[src/rtl/mux_sel_arbiter_4_pkg.sv]
// Purpose: shared widths, types, FSM encoding and helpers for the 4-way
//          round-robin mux-select arbiter.
// Contents: N_REQ/SEL_W widths, req_t/sel_t types, state_t encoding,
//           sel_to_onehot() and sel_next() helpers.
package mux_sel_arbiter_4_pkg;

    localparam int unsigned N_REQ = 4;
    localparam int unsigned SEL_W = 2;

    typedef logic [N_REQ-1:0] req_t;
    typedef logic [SEL_W-1:0] sel_t;

    typedef enum logic {
        ST_IDLE  = 1'b0,
        ST_GRANT = 1'b1
    } state_t;

    // One-hot grant vector for a select value
    function automatic req_t sel_to_onehot(input sel_t s);
        req_t v;
        v    = '0;
        v[s] = 1'b1;
        return v;
    endfunction

    // Next requester in round-robin order, wrapping 3 -> 0
    function automatic sel_t sel_next(input sel_t s);
        return s + sel_t'(1);
    endfunction

endpackage

[src/rtl/mux_sel_arbiter_4_if.sv]
// Purpose: requester/consumer handshake bundle between the arbiter and its
//          surroundings (requesters, mux_4_1, downstream consumer).
// Signals: req[3:0]   requester i holds a word on mux input i
//          out_ready  downstream accepts the mux output this cycle
//          sel[1:0]   registered mux select
//          grant[3:0] registered one-hot of sel while granted
//          out_valid  combinational mux-output valid
//          ack[3:0]   combinational one-hot accept pulse back to requesters
// Modports: master = arbiter side, slave = requester/consumer side.
interface mux_sel_arbiter_4_if;
    import mux_sel_arbiter_4_pkg::*;

    req_t req;
    logic out_ready;
    sel_t sel;
    req_t grant;
    logic out_valid;
    req_t ack;

    modport master (
        input  req, out_ready,
        output sel, grant, out_valid, ack
    );

    modport slave (
        output req, out_ready,
        input  sel, grant, out_valid, ack
    );

endinterface

[src/rtl/mux_sel_arbiter_4_rr_pick_4.sv]
// Purpose: combinational round-robin picker. Finds the first set bit of
//          i_req scanning i_start, i_start+1, ... modulo 4.
// Ports: i_req[3:0]  request vector
//        i_start[1:0] highest-priority position
//        o_found     any request set
//        o_idx[1:0]  winning position (i_start when nothing is found)
module rr_pick_4
    import mux_sel_arbiter_4_pkg::*;
(
    input  req_t i_req,
    input  sel_t i_start,
    output logic o_found,
    output sel_t o_idx
);

    sel_t w_cand;

    // Scan from the lowest priority upward so the highest-priority hit wins last
    always_comb begin
        o_found = 1'b0;
        o_idx   = i_start;
        w_cand  = i_start;
        for (int k = N_REQ - 1; k >= 0; k--) begin
            w_cand = i_start + sel_t'(k);
            if (i_req[w_cand]) begin
                o_found = 1'b1;
                o_idx   = w_cand;
            end
        end
    end

endmodule

[src/rtl/mux_sel_arbiter_4.sv]
// Purpose: round-robin arbiter producing the select of a 4:1 data mux, with a
//          valid/ready handshake towards the mux-output consumer and bursts of
//          up to MAX_BURST accepted words per grant.
// Ports: clk  single clock, rising edge
//        rst  synchronous active-high reset
//        bus  mux_sel_arbiter_4_if.master (req, out_ready in;
//             sel, grant registered out; out_valid, ack combinational out)
module mux_sel_arbiter_4
    import mux_sel_arbiter_4_pkg::*;
#(
    parameter int unsigned MAX_BURST = 4
) (
    input  logic                       clk,
    input  logic                       rst,
    mux_sel_arbiter_4_if.master        bus
);

    localparam int unsigned       CNT_W    = (MAX_BURST > 1) ? $clog2(MAX_BURST) : 1;
    localparam logic [CNT_W-1:0]  CNT_LAST = CNT_W'(MAX_BURST - 1);

    state_t           r_state;
    sel_t             r_sel;
    req_t             r_grant;
    sel_t             r_ptr;
    logic [CNT_W-1:0] r_cnt;

    state_t           w_state_nxt;
    sel_t             w_sel_nxt;
    req_t             w_grant_nxt;
    sel_t             w_ptr_nxt;
    logic [CNT_W-1:0] w_cnt_nxt;

    logic             w_valid;
    logic             w_xfer;
    logic             w_rearb;
    sel_t             w_pick_start;
    logic             w_pick_found;
    sel_t             w_pick_idx;

    assign w_valid = (r_state == ST_GRANT) && bus.req[r_sel];
    assign w_xfer  = w_valid && bus.out_ready;
    // Grant ends when the burst is used up or the owner has nothing to offer
    assign w_rearb = (r_state == ST_GRANT) &&
                     ((w_xfer && (r_cnt == CNT_LAST)) || !bus.req[r_sel]);

    // IDLE resumes from the stored pointer; rearbitration starts after the owner
    assign w_pick_start = (r_state == ST_GRANT) ? sel_next(r_sel) : r_ptr;

    rr_pick_4 u_pick (
        .i_req   (bus.req),
        .i_start (w_pick_start),
        .o_found (w_pick_found),
        .o_idx   (w_pick_idx)
    );

    // State and datapath registers
    always_ff @(posedge clk) begin
        if (rst) begin
            r_state <= ST_IDLE;
            r_sel   <= '0;
            r_grant <= '0;
            r_ptr   <= '0;
            r_cnt   <= '0;
        end else begin
            r_state <= w_state_nxt;
            r_sel   <= w_sel_nxt;
            r_grant <= w_grant_nxt;
            r_ptr   <= w_ptr_nxt;
            r_cnt   <= w_cnt_nxt;
        end
    end

    // Next-state and next-register values
    always_comb begin
        w_state_nxt = r_state;
        w_sel_nxt   = r_sel;
        w_grant_nxt = r_grant;
        w_ptr_nxt   = r_ptr;
        w_cnt_nxt   = r_cnt;
        unique case (r_state)
            ST_IDLE: begin
                if (w_pick_found) begin
                    w_state_nxt = ST_GRANT;
                    w_sel_nxt   = w_pick_idx;
                    w_grant_nxt = sel_to_onehot(w_pick_idx);
                    w_cnt_nxt   = '0;
                end
            end
            ST_GRANT: begin
                if (w_rearb) begin
                    w_ptr_nxt = sel_next(r_sel);
                    w_cnt_nxt = '0;
                    if (w_pick_found) begin
                        w_sel_nxt   = w_pick_idx;
                        w_grant_nxt = sel_to_onehot(w_pick_idx);
                    end else begin
                        w_state_nxt = ST_IDLE;
                        w_grant_nxt = '0;
                    end
                end else if (w_xfer) begin
                    w_cnt_nxt = r_cnt + CNT_W'(1);
                end
            end
            default: w_state_nxt = ST_IDLE;
        endcase
    end

    // Handshake outputs; reset suppresses any transfer in its cycle
    always_comb begin
        bus.out_valid = w_valid && !rst;
        bus.ack       = r_grant & {N_REQ{w_xfer && !rst}};
    end

    assign bus.sel   = r_sel;
    assign bus.grant = r_grant;

endmodule

[src/flat_wrapper.sv]
// flat-port wrapper written by rule: the top's interface ports become plain ports
module mux_sel_arbiter_4_flat import mux_sel_arbiter_4_pkg::*;
#(
    parameter int unsigned MAX_BURST = 4
)
  (clk, rst, bus_req, bus_out_ready, bus_sel, bus_grant, bus_out_valid, bus_ack);
  mux_sel_arbiter_4_if bus_i ();
  input  logic clk;
  input  logic rst;
  input wire logic [$bits(bus_i.req)-1:0] bus_req;
  input wire logic [$bits(bus_i.out_ready)-1:0] bus_out_ready;
  output wire logic [$bits(bus_i.sel)-1:0] bus_sel;
  output wire logic [$bits(bus_i.grant)-1:0] bus_grant;
  output wire logic [$bits(bus_i.out_valid)-1:0] bus_out_valid;
  output wire logic [$bits(bus_i.ack)-1:0] bus_ack;
  assign bus_i.req = bus_req;
  assign bus_i.out_ready = bus_out_ready;
  assign bus_sel = bus_i.sel;
  assign bus_grant = bus_i.grant;
  assign bus_out_valid = bus_i.out_valid;
  assign bus_ack = bus_i.ack;
  mux_sel_arbiter_4 #(.MAX_BURST(MAX_BURST)) u_core (.clk(clk), .rst(rst), .bus(bus_i));
endmodule
[config.mk]
export PLATFORM = sky130hd
export DESIGN_NAME = mux_sel_arbiter_4_flat
export DESIGN_NICKNAME = d
export VERILOG_FILES = /design/src/rtl/mux_sel_arbiter_4_pkg.sv /design/src/rtl/mux_sel_arbiter_4_if.sv /design/src/rtl/mux_sel_arbiter_4_rr_pick_4.sv /design/src/rtl/mux_sel_arbiter_4.sv /design/src/flat_wrapper.sv
export SDC_FILE = /design/constraint.sdc
export NUM_CORES = 1
export LEC_CHECK = 0
export CORE_MARGIN = 2
export CORE_UTILIZATION = 45
export DETAILED_ROUTE_END_ITERATION = 6
export PLACE_DENSITY = 0.71
export SYNTH_ARGS = -nofsm -noshare
export SYNTH_HDL_FRONTEND = slang
export SYNTH_SLANG_ARGS = --single-unit
[constraint.sdc]
create_clock -name clk -period 2.1 [get_ports clk]
set_clock_uncertainty 0.05 [all_clocks]
set_input_delay 0.42 -clock clk [delete_from_list [all_inputs] [get_ports clk]]
set_output_delay 0.42 -clock clk [all_outputs]
set_load 0.03 [all_outputs]
==> results of run 1 <==
kinds of logic after synthesis:
group / share of synthesized area [%]
fa+ha+maj: 1.76
flops: 30.9
simple gates: 29.4
xor+xnor: 1.23
compound gates: 23.6
mux: 8.79
buf+inv: 4.39
area by class of cell:
cell class	count	area, um^2
multi-input cells	64	477
fillers	123	403
repair buffers	38	330
flip-flops and latches	11	221
clock buffers	4	26.3
well taps	16	20.0
inverters	3	11.3
cells in the final DEF, fill, tap and decap left out, drive strengths merged, types with 4 or more instances in the layout:
master         Yosys  layout
mux2i              4       4
nand2b             6       6
nor2               7       7
buf                2      26
dfxtp             11      11
and2               5       5
nand2              7       7
clkdlybuf4s50      0       8
clkbuf             1       4
per-layer routing:
metal  routed length [um]  track usage, %  vias to the layer above
li1                     -               -                      378
met1                  777            25.6                      352
met2                  902            35.3                       17
met3                   67            5.00                        3
met4                   16            7.27                        0
met5                    0               0                        -
per-stage QoR:
| stage | setup WS [ns] | instances |
|---|---|---|
| floorplan | 0.0477 | 81 |
| global placement | -0.432 | 130 |
| detailed placement | -0.448 | 130 |
| CTS | -0.0621 | 136 |
| global route | -0.120 | 136 |
| finish | -0.0539 | 136 |
final timing paths:
kind              slack, ns  cells past startpoint                   to
setup / recovery      -0.05                      6           bus_ack[2]
hold / removal         0.41                      2  u_core.bus.grant[3]
setup reg to reg       0.20                      5  u_core.bus.grant[1]
hold reg to reg        0.41                      2  u_core.bus.grant[3]
state kept, by name, summed over array words and instances (netlist names):
name              flops
u_core.bus.grant      4
u_core.bus.sel        2
u_core.r_cnt          2
u_core.r_ptr          2
u_core.r_state        1
timing repair:
item	CTS	global route
gates resized for setup	20	2
hold endpoints to repair	0	0
setup endpoints to repair	5	5
pin swaps	5	1
setup buffers	3	0
worst max-delay path, delay by kind of cell, from the launching register on:
kind	cells	cell delay, ns
buffers and inverters	2	0.25
flip-flops	1	0.33
multiplexers	1	0.35
AND/OR/NAND/NOR	3	0.48
power groups by stage:
stage | Combinational [mW] | Sequential [mW] | Clock, mW
after floorplan | 0.118 | 0.280 | 0
after detailed placement | 0.256 | 0.252 | 0
after global placement | 0.251 | 0.252 | 0
after CTS | 0.269 | 0.248 | 0.153
after global routing | 0.290 | 0.251 | 0.161
final | 0.268 | 0.248 | 0.148
==> key figures, run 1 <==
Status
  – Outcome: complete, but fails checks
  – Violated checks: negative setup slack

Yosys
  – Synth Warn #: 0
  – Most frequent cells after synthesis: 11 x dfxtp_1, 7 x nor2_1, 6 x nand2_1, 5 x and2_1, 5 x nand2b_1
  – Library cells used by synthesis: 38
  – Post-synthesis register bit count: 11
  – Async S/R FF share, synth: 0%
  – Top post-synthesis cells by area: dfxtp_1 31%, mux2i_1 5.6%, and2_1 4.4%, nand2b_1 4.4%, nor2_1 3.7%
  – Share of the synthesized area in the top cell type: 30.9%
  – Synth area leader: dfxtp_1
  – Mapped Area: 712 um^2
  – Synth Flop Type: dfxtp_1
  – Post-Syn Nets: 89
  – Seq/Total Area, Yosys: 30.9%
  – Number of synthesized flops with an enable pin: 0
  – Cells after synthesis: 81
  – Count leader, synth: dfxtp_1
  – Avg Inst Size Synth: ~9 um^2

Setup path
  – CP arrival: 1.68 ns
  – CP Launch Type: flip-flop
  – CP required: 1.63 ns
  – Critical path class: flip-flop to primary output
  – CP dominant cell by count: buf_6
  – CP cell instances: mux4_2 > nand2_2 > buf_6 > nor3b_4 > and2_4 > buf_6
  – CP max stage delay: 0.35 ns
  – Slowest CP cell: mux4_2
  – Worst Setup SP: u_core.bus.sel[1]
  – Worst flop-to-flop path startpoint: u_core.r_state
  – Crit end category: primary output
  – CP Max Fanout: 4

Timing
  – Minimum clock period: 2.15 ns
  – Final worst slack: -0.0539 ns
  – Worst Hold Slack: approximately 0.41 ns
  – RSZ-0062 raised after global routing: yes
  – Peak Freq: around 0.46 GHz
  – Finish-stage setup viols: 4
  – Worst relative slew slack: 77.3%
  – Final Hold Viols: 0
  – Fin. max-slew vios: 0
  – Setup_tns: -0.205 ns
  – Final Cycle Share: 103%
  – Worst Tran Pin Value: approximately 0.33 ns

Place
  – Dpl cell area: 1010 um^2
  – Final GP Congestion: between 0.8 and 0.9
  – DP HPWL: 1350 um
  – Buffers added on ports: 17

Run
  – Max-cap violations: 0

Clock tree
  – Number of hold buffers added after CTS: 0
  – Clock Tree Buf Depth: 2
  – # clock sinks: 11
  – H-tree depth: 1
  – CTS Buf Count: 3
  – Clock latency on the worst-skew pair: 0.27 ns
  – CTS tree: yes
  – CTS root buf: clkbuf_4
  – Clk pin slew, worst setup/hold paths: 0.07 ns

Finish
  – Fin util: 72.9%
  – # nets final: about 130
  – ANT cells: 0
  – Synth-to-layout area growth: 52.5%
  – Finished Cell Area: about 1100 um^2
  – Fraction of layout cells with a size suffix above 1: 32.5%

Global routing
  – Vias in the first global route: approximately 720
  – Total GRT Usage: 20.8%
  – Largest net degree at the start of global routing: 13
  – Grt total ovfl: 0
  – First-pass GRT wire length: about 3000 um
  – Initial antenna violation count: 0

Floorplanning
  – Die Y: 43.8 um
  – Top Ports: 18
  – Initial Util: 47.8%
  – Core area: between 1000 and 1500 um^2
  – # rows: 14
  – Die Wd: 43.8 um
  – Die area: ~1900 um^2

Power and ir drop
  – Sequential share of power: between 30% and 40%
  – Sw Ratio: 34.0%
  – Leak pwr: 0.450 nW
  – Logic pwr share: roughly two fifths
  – P_sw: 226 uW
  – Tot Pwr: 665 uW
  – P_int: 439 uW
  – Worst VDD drop: 464 uV
  – Pwr/cell area: 612 nW/um^2
  – Clock Power Share: 22.3%

Detailed routing
  – Via count: 750
  – ANT nets after route: 0
  – # DRC: 0
  – Routed vias/inst: 5.51
  – Routed wire length per instance: 13.0 um
  – Initial DRT Pass Iterations: 4
  – Starting DRT DRC Count: 13
  – Post-Route WL: around 1800 um

Worst hold path
  – Hold_sp: u_core.bus.grant[3]
  – Hold Path Class: flip-flop to flip-flop
No activity file was read; power rests on OpenSTA's default activity.
==> inputs of run 2 (changes only) <==
--- a/config.mk
+++ b/config.mk
@@ -5,8 +5,9 @@
 export SDC_FILE = /design/constraint.sdc
 export NUM_CORES = 1
 export LEC_CHECK = 0
-export CORE_MARGIN = 2
+export CORE_MARGIN = 1
 export CORE_UTILIZATION = 45
+export CTS_CLUSTER_DIAMETER = 100
 export DETAILED_ROUTE_END_ITERATION = 6
 export PLACE_DENSITY = 0.71
 export SYNTH_ARGS = -nofsm -noshare
==> key figures, run 2 (synthesis results as in run 1) <==
Finish
  – Most frequent cells in the layout: 23 x buf_4, 10 x dfxtp_1, 8 x clkdlybuf4s50_1 (was 21 x buf_4, 10 x dfxtp_1, 8 x clkdlybuf4s50_1)
  – # nets final: 131 (was 129)
  – Commonest non-fill, non-tap cell in the layout: buf_4 (unchanged)
  – Reg area: 221 um^2 (unchanged)
  – Fraction of layout cells with a size suffix above 1: 34.4% (was 32.5%)
  – Fill count: 112 (was 123)
  – Layout Cells excl Fill: 137 (was 136)
  – Synth-to-layout area growth: 54.7% (was 52.5%)
  – Multi-input logic area: 479 um^2 (was 477 um^2)
  – Max FFs per register: 4 (unchanged)
  – ANT cells: 0 (unchanged)

Power and ir drop
  – P_int: 444 uW (was 439 uW)
  – Worst VDD drop: 439 uV (was 464 uV)
  – Sw Ratio: 33.7% (was 34.0%)
  – Sequential share of power: 37.2% (was 37.4%)
  – Tot Pwr: 669 uW (was 665 uW)
  – Leak pwr: 0.461 nW (was 0.450 nW)
  – Pwr/cell area: 608 nW/um^2 (was 612 nW/um^2)
  – P_sw: 225 uW (was 226 uW)
  – Logic pwr share: 41.5% (was 40.4%)
  – Clock Power Share: 21.2% (was 22.3%)

Clock tree
  – CTS root buf: clkbuf_4 (unchanged)
  – Clk pin slew, worst setup/hold paths: 0.07 ns (about the same)
  – H-tree depth: 1 (unchanged)
  – # clock sinks: 11 (unchanged)
  – CTS tree: yes (unchanged)
  – Clock latency on the worst-skew pair: 0.26 ns (was 0.27 ns)
  – Clock Tree Buf Depth: 2 (unchanged)
  – CTS Buf Count: 3 (unchanged)
  – Number of hold buffers added after CTS: 0 (unchanged)

Global routing
  – Largest net degree at the start of global routing: 13 (unchanged)
  – Initial antenna violation count: 0 (unchanged)
  – Vias in the first global route: 716 (unchanged)
  – Grt total ovfl: 0 (unchanged)
  – Total GRT Usage: 23.2% (was 20.8%)
  – First-pass GRT wire length: 3110 um (was 2970 um)

Floorplanning
  – Die area: 1750 um^2 (was 1920 um^2)
  – Core area: 1380 um^2 (was 1490 um^2)
  – Die Wd: 41.8 um (was 43.8 um)
  – Initial Util: 51.5% (was 47.8%)
  – Top Ports: 18 (unchanged)
  – # rows: 13 (was 14)
  – Die Y: 41.8 um (was 43.8 um)

Timing
  – RSZ-0062 raised after global routing: yes (unchanged)
  – Peak Freq: 0.463 GHz (was 0.464 GHz)
  – Fin. max-slew vios: 0 (unchanged)
  – Worst Hold Slack: 0.413 ns (was 0.412 ns)
  – Finish-stage setup viols: 5 (was 4)
  – Setup_tns: -0.246 ns (was -0.205 ns)
  – Worst relative slew slack: 74.9% (was 77.3%)
  – Final Hold Viols: 0 (unchanged)
  – Worst Tran Pin Value: 0.366 ns (was 0.331 ns)
  – Final worst slack: -0.0610 ns (was -0.0539 ns)
  – Minimum clock period: 2.16 ns (was 2.15 ns)
  – Final Cycle Share: 103% (about the same)

Setup path
  – Crit end category: primary output (unchanged)
  – CP arrival: 1.69 ns (was 1.68 ns)
  – FF-to-FF End: u_core.bus.grant[0] (was u_core.bus.grant[1])
  – CP required: 1.63 ns (about the same)
  – Worst flop-to-flop path startpoint: u_core.bus.sel[1] (was u_core.r_state)
  – CP Max Fanout: 4 (unchanged)
  – CP Launch Type: flip-flop (unchanged)
  – Critical path class: flip-flop to primary output (unchanged)
  – FF-to-FF path depth: 7 (was 5)
  – R2r setup slk: 0.17 ns (was 0.20 ns)

Worst hold path
  – Worst Hold Path Cells: 2 (unchanged)
  – Hold Path Sink: u_core.bus.grant[3] (unchanged)
  – Hold_sp: u_core.bus.grant[3] (unchanged)
  – Hold Path Class: flip-flop to flip-flop (unchanged)

Status
  – Violated checks: negative setup slack (unchanged)
  – Outcome: complete, but fails checks (unchanged)

Place
  – Buffers added on ports: 17 (unchanged)
  – Dpl cells: 129 (was 130)
  – DP HPWL: 1400 um (was 1350 um)
  – Final GP Congestion: 0.860 (was 0.864)

Detailed routing
  – Post-Route WL: 1870 um (was 1760 um)
  – ANT nets after route: 0 (unchanged)
  – Starting DRT DRC Count: 8 (was 13)
  – # DRC: 0 (unchanged)
  – Routed vias/inst: 5.44 (was 5.51)
  – Initial DRT Pass Iterations: 4 (unchanged)
  – Via count: 745 (was 750)
  – Routed wire length per instance: 13.7 um (was 13.0 um)

Run
  – Max-cap violations: 0 (unchanged)
run 2: timing repair:
item | in CTS | in global routing
setup endpoints to repair | 5 | 5
buffers inserted | 3 | 2
gates resized for setup | 20 | 1
pin swaps | 6 | 0
run 2: worst max-delay path, cell delays in order (launching register included):
cell     delay, ns
dfxtp_2       0.33
mux4_2        0.35
nand2_2       0.06
buf_6         0.13
nor3b_4       0.24
and2_4        0.19
buf_6         0.12
run 2: per-layer routing:
layer | vias to the layer above | track usage (%) | part of all wire (%)
li1 | 382 | - | -
met1 | 350 | 28.6 | 46
met2 | 11 | 40.3 | 51
met3 | 2 | 3.91 | 2.1
met4 | 0 | 7.74 | 0.75
met5 | - | 0 | 0
run 2: power groups by stage:
| stage | clock (mW) | combinational (mW) | sequential (mW) |
|---|---|---|---|
| after floorplan | 0 | 0.118 | 0.280 |
| after global placement | 0 | 0.253 | 0.252 |
| after detailed placement | 0 | 0.257 | 0.253 |
| after CTS | 0.146 | 0.269 | 0.249 |
| after global routing | 0.151 | 0.299 | 0.252 |
| final | 0.142 | 0.278 | 0.249 |
run 2: through the flow:
| step | setup slack [ns] | util, % | instance area, um^2 |
|---|---|---|---|
| floorplan | 0.0477 | - | 712 |
| CTS | -0.0508 | 78.4 | 1080 |
| global route | -0.148 | 79.6 | 1100 |
| finish | -0.0610 | 79.6 | 1100 |
| detailed placement | -0.432 | 73.3 | 1010 |
| global placement | -0.417 | 73.3 | 1010 |
run 2: worst max-delay path by stage:
stage                                 start            end  slack [ns]  depth (start not counted)
final                     u_core.bus.sel[1]     bus_ack[0]       -0.06                          6
after global routing      u_core.bus.sel[1]     bus_ack[1]       -0.15                          6
after global placement           bus_req[3]  bus_out_valid       -0.42                          5
after floorplan           u_core.bus.sel[1]     bus_ack[0]        0.05                          4
after detailed placement         bus_req[3]  bus_out_valid       -0.43                          5
after CTS                 u_core.bus.sel[1]     bus_ack[2]       -0.05                          6
run 2: final cells by class:
type | instances | area share, %
inverters | 3 | 1.02
clock buffers | 4 | 2.39
well taps | 15 | 1.70
multi-input cells | 64 | 43.5
repair buffers | 40 | 31.2
flip-flops and latches | 11 | 20.1
